===== src/rtl/mem_port_arbiter_pkg.sv =====
// Shared definitions for the unified-RAM port arbiter: owner encodings,
// codebase-wide bus widths and the byte-to-word address helper.
package mem_port_arbiter_pkg;

  localparam int WORD_BUS      = 32;
  localparam int INST_ADDR_BUS = 32;

  // Which requester owns the RAM read slot in the cycle after a grant.
  typedef enum logic [1:0] {
    OWN_IDLE = 2'b00,
    OWN_I    = 2'b01,
    OWN_D    = 2'b10
  } owner_e;

  // The RAM is word addressed, so the two byte-offset bits are dropped.
  // The caller truncates the result to the RAM address width.
  function automatic logic [INST_ADDR_BUS-1:0] byte_to_word(
    input logic [INST_ADDR_BUS-1:0] byte_addr
  );
    return {2'b00, byte_addr[INST_ADDR_BUS-1:2]};
  endfunction

endpackage


===== src/rtl/mem_port_arbiter_prio_starve_sel.sv =====
// Grant selector: data side has fixed priority, except when the instruction
// side has been denied STARVE_MAX times in a row, in which case it wins once.
module prio_starve_sel #(
  parameter int STARVE_MAX = 4,
  parameter int CNT_W      = $clog2(STARVE_MAX + 1)
) (
  input  logic clk,
  input  logic rst,
  input  logic i_req,
  input  logic d_req,
  output logic grant_i,
  output logic grant_d
);

  localparam logic [CNT_W-1:0] CNT_MAX = CNT_W'(STARVE_MAX);

  logic [CNT_W-1:0] starve_cnt;
  logic             starved;

  assign starved = (starve_cnt == CNT_MAX);

  // Combinational winner selection; reset blocks every grant.
  always_comb begin
    grant_i = 1'b0;
    grant_d = 1'b0;
    if (!rst) begin
      if (i_req && starved) begin
        grant_i = 1'b1;
      end else if (d_req) begin
        grant_d = 1'b1;
      end else if (i_req) begin
        grant_i = 1'b1;
      end
    end
  end

  // Count consecutive instruction-side denials, saturating at the limit.
  always_ff @(posedge clk) begin
    if (rst) begin
      starve_cnt <= '0;
    end else if (!i_req || grant_i) begin
      starve_cnt <= '0;
    end else if (!starved) begin
      starve_cnt <= starve_cnt + 1'b1;
    end
  end

endmodule


===== src/rtl/mem_port_arbiter.sv =====
// Shares one single-port, 1-cycle-latency block RAM between the instruction
// fetch and data access ports. The top holds the RAM mux and the registered
// response owner that routes read data back one cycle after each grant.
module mem_port_arbiter
  import mem_port_arbiter_pkg::*;
#(
  parameter int ADDR_W     = 11,
  parameter int DATA_W     = WORD_BUS,
  parameter int STARVE_MAX = 4
) (
  input  logic                     cpu_clk_50M,
  input  logic                     cpu_rst,
  input  logic                     i_req,
  input  logic [INST_ADDR_BUS-1:0] i_addr,
  output logic                     i_ready,
  output logic                     i_rvalid,
  output logic [DATA_W-1:0]        i_rdata,
  input  logic                     d_req,
  input  logic [3:0]               d_we,
  input  logic [INST_ADDR_BUS-1:0] d_addr,
  input  logic [DATA_W-1:0]        d_wdata,
  output logic                     d_ready,
  output logic                     d_rvalid,
  output logic [DATA_W-1:0]        d_rdata,
  output logic                     ram_ena,
  output logic [3:0]               ram_wea,
  output logic [ADDR_W-1:0]        ram_addra,
  output logic [DATA_W-1:0]        ram_dina,
  input  logic [DATA_W-1:0]        ram_douta
);

  logic   grant_i;
  logic   grant_d;
  owner_e owner_p1;
  owner_e owner_nxt;

  prio_starve_sel #(
    .STARVE_MAX (STARVE_MAX)
  ) u_sel (
    .clk     (cpu_clk_50M),
    .rst     (cpu_rst),
    .i_req   (i_req),
    .d_req   (d_req),
    .grant_i (grant_i),
    .grant_d (grant_d)
  );

  assign i_ready = grant_i;
  assign d_ready = grant_d;

  // Drive the RAM pins from the winner of this cycle; idle pins are zero.
  always_comb begin
    ram_ena   = 1'b0;
    ram_wea   = 4'b0000;
    ram_addra = '0;
    ram_dina  = '0;
    if (grant_d) begin
      ram_ena   = 1'b1;
      ram_wea   = d_we;
      ram_addra = ADDR_W'(byte_to_word(d_addr));
      ram_dina  = d_wdata;
    end else if (grant_i) begin
      ram_ena   = 1'b1;
      ram_addra = ADDR_W'(byte_to_word(i_addr));
    end
  end

  // Next response owner follows this cycle's grant.
  always_comb begin
    owner_nxt = OWN_IDLE;
    if (grant_i) begin
      owner_nxt = OWN_I;
    end else if (grant_d) begin
      owner_nxt = OWN_D;
    end
  end

  // ---- stage p1: response slot, one cycle after acceptance ----
  // Response owner register; reset discards any pending response.
  always_ff @(posedge cpu_clk_50M) begin
    if (cpu_rst) begin
      owner_p1 <= OWN_IDLE;
    end else begin
      owner_p1 <= owner_nxt;
    end
  end

  assign i_rvalid = (owner_p1 == OWN_I);
  assign d_rvalid = (owner_p1 == OWN_D);
  assign i_rdata  = ram_douta;
  assign d_rdata  = ram_douta;

endmodule


===== config.mk =====
export PLATFORM = sky130hd
export DESIGN_NAME = mem_port_arbiter
export DESIGN_NICKNAME = d
export VERILOG_FILES = /design/src/rtl/mem_port_arbiter_pkg.sv /design/src/rtl/mem_port_arbiter_prio_starve_sel.sv /design/src/rtl/mem_port_arbiter.sv
export SDC_FILE = /design/constraint.sdc
export NUM_CORES = 1
export LEC_CHECK = 0
export BUFFER_PORTS_ARGS = -buffer_cell sky130_fd_sc_hd__buf_2
export CAP_MARGIN = 15
export CELL_PAD_IN_SITES_DETAIL_PLACEMENT = 0
export CELL_PAD_IN_SITES_GLOBAL_PLACEMENT = 1
export CORE_MARGIN = 3
export CORE_UTILIZATION = 16
export DETAILED_ROUTE_END_ITERATION = 12
export HOLD_SLACK_MARGIN = 0.08
export PLACE_DENSITY_LB_ADDON = 0.2
export SKIP_CTS_REPAIR_TIMING = 1
export SYNTH_ARGS = -nofsm -noshare
export SYNTH_HDL_FRONTEND = slang
export SYNTH_SLANG_ARGS = --single-unit

===== constraint.sdc =====
create_clock -name cpu_clk_50M -period 3.4 [get_ports cpu_clk_50M]
set_input_delay 0.51 -clock cpu_clk_50M [delete_from_list [all_inputs] [get_ports cpu_clk_50M]]
set_output_delay 0.51 -clock cpu_clk_50M [all_outputs]
set_load 0.02 [all_outputs]

==> impl_metrics.ini <==
[status]
status = complete, no violations

[die]
initial_core_util_pct = 16.5
fp-row-count = 33
floorplan.die_area_sq_um = 9670
die_h_microns = 98.3
core_sq_um = 8260
die_w_microns = 98.3
io_pins = 252

[layout]
fin_nets = 355
final_util_pct = 19.1
syn2layout_area_growth_pct = 15.5
post_route_cells_drive_above_1_share_pct = 61.1
fillers = 958
multi_input_area_sq_um = 692
seq_area_sq_um = 100
layout_common_cells = 113 x buf_2, 38 x nor3b_1, 23 x nand3b_1
diodes = 0
mostFrequentLayoutCell = buf_2

[worst_setup_path]
critPathKind = flip-flop to output pin
r2r-start = u_sel.starve_cnt[0]
critPathMaxFanout = 13
r2r_cells = 4
worstSetupEndpointType = output pin
worstPathRequired_ns = 2.89
crit_path_start_kind = flip-flop
reg2reg_slack_ns = 1.82
startpoint = u_sel.starve_cnt[0]
cp_data_arrival_time_ns = 1.90
r2r_end = owner_p1[0]

[timing]
tns_ns = 0
rsz0062_at_grt = false
relSlewSlack_pct = 44.3
tightest_slew_ns = 0.830
post-route-period-util_pct = 71.0
final_max_slew_viol_count = 0
setup_ws_ns = 0.987
finalSetupViolCount = 0
hold_violations = 0
max_freq_ghz = 0.414
post-route-min-period_ns = 2.41
finClkSkew_ns = 0.00211

[clock_network]
cts_made_buffers = 3
clk_pin_slew_worst_paths_ns = 0.04
clk_path_buf_depth = 2
cts_tree = done
cts-root-buf = clkbuf_8
insertion_delay_ns = 0.22
h-tree-depth = 1
clock-sinks = 5

[placement]
place.gp.congestion = 0.694
post-dp-hpwl_microns = 3160
detailedPlace.worstSlack_ns = 1.17
portBuffers = 113

[route]
drt_iter0_drc = 10
first_pass_iters = 4
final_antenna_net_count = 0
drc = 0
routed_wl_microns = 4150
wl_per_cell_microns = 12.9
num_vias = 1266
viasPerCell = 3.94

[logic_synthesis]
synth-seq-cells = 5
async_flop_share_pct = 0
synth.top_cell.area_share_pct = 35.2
netlist_area_sq_um = 1360
ys_seq_area_share_pct = 7.34
synthFlopType = dfxtp_1
postSynthAreaPerCell_sq_um = 7.84
synth_area_leaders = buf_4 35%, nor3b_1 21%, nand3b_1 13%, dfxtp_1 7.3%, o22ai_2 7.3%
ys_types = 20
syn_nets = 312
yosys.area.top_type = buf_4
netlist_instances = 174
synth_edf_count = 0
ys_warn_count = 0

[power_and_ir_drop]
p_comb_share_pct = 47.5
peakVddDrop_v = 0.0000838
pwr-share-seq_pct = 18.8
intPower_w = 0.000213
pwr-share-clk_pct = 33.7
p_leak_nw = 0.763
switching_share_pct = 35.0
power.density_nw_per_um2 = 208
p_sw_w = 0.000115

[min_path]
whs_path_depth = 1
min_path_type = flip-flop to flip-flop
min_from = u_sel.starve_cnt[0]
holdPathEnd = u_sel.starve_cnt[0]

[grt]
grt_usage_pct = 8.07
overflow = 0
grt_pass1_vias = 1238
antenna_found_initial = 0
grt_max_degree = 39
grt_first_pass_wirelength_microns = 6290

[job]
max-cap-violations = 0
-- per-stage QoR --
step | total power [W] | cell area (sq um) | hold slack [ns] | std cells
6_report | 0.000327 | 1580 | 0.466 | 321
5_1_grt | 0.000353 | 1580 | 0.503 | 321
2_1_floorplan | 0.000262 | 1360 | 0.422 | 174
3_3_place_gp | 0.000222 | 1530 | 0.445 | 317
4_1_cts | 0.000336 | 1580 | 0.465 | 321
3_5_place_dp | 0.000221 | 1530 | 0.453 | 317
-- state kept, by name, summed over array words and instances, names as in the netlist --
signal,cells
u_sel.starve_cnt,3
owner_p1,2
-- kinds of logic (layout without fill, tap and decap cells) --
kind of cell / Yosys count / after routing / share of synthesized area [%]
flip-flops: 5 / 5 / 7.34
AO/OA/AOI/OAI: 16 / 16 / 11.7
buffers and inverters: 82 / 124 / 42.0
adder cells (fa/ha/maj): 2 / 2 / 1.83
AND/OR/NAND/NOR: 69 / 69 / 37.1
-- layer usage --
metal | vias up | track usage [%] | wire (microns)
li1 | 616 | - | -
met1 | 530 | 8.18 | 1450
met2 | 104 | 14.6 | 1980
met3 | 16 | 3.00 | 608
met4 | 0 | 3.68 | 109
met5 | - | 0 | 0
-- layout make-up --
cell class | instances | share of cell area (%)
multi-input combinational | 87 | 43.9
timing repair buffer | 117 | 37.8
tap | 105 | 8.34
sequential | 5 | 6.35
clock buffer | 4 | 2.86
inverter | 3 | 0.715
-- how the worst max path moves through the flow --
stage | to | depth (start not counted) | slack (ns)
global route | ram_addra[9] | 5 | 0.82
CTS | ram_addra[9] | 5 | 0.94
detailed placement | ram_dina[0] | 5 | 1.17
finish | ram_addra[9] | 5 | 0.99
floorplan | ram_dina[10] | 6 | 1.27
global placement | ram_addra[9] | 5 | 1.16
-- power by group through the flow --
stage	Sequential, W	Combinational, W	Clock [W]
2_1_floorplan	0.0000623	0.000199	0
3_3_place_gp	0.0000625	0.000160	0
3_5_place_dp	0.0000626	0.000159	0
4_1_cts	0.0000617	0.000159	0.000116
5_1_grt	0.0000619	0.000170	0.000121
6_report	0.0000617	0.000156	0.000110
-- Yosys cell counts (all sizes together) (2+ instances only) --
master	number
nand2b	2
nand3b	23
ha	2
o22ai	11
inv	3
nor2b	2
buf	74
a211oi	2
dfxtp	5
nor3b	38
nor2	2
clkbuf	5
-- critical path, cell delays in order (launching register included) --
cell,delay [ns]
dfxtp_1,0.35
inv_1,0.06
ha_1,0.25
a21boi_2,0.66
o22ai_2,0.15
buf_2,0.20
Note: power is estimated with default switching activity, not from simulation.
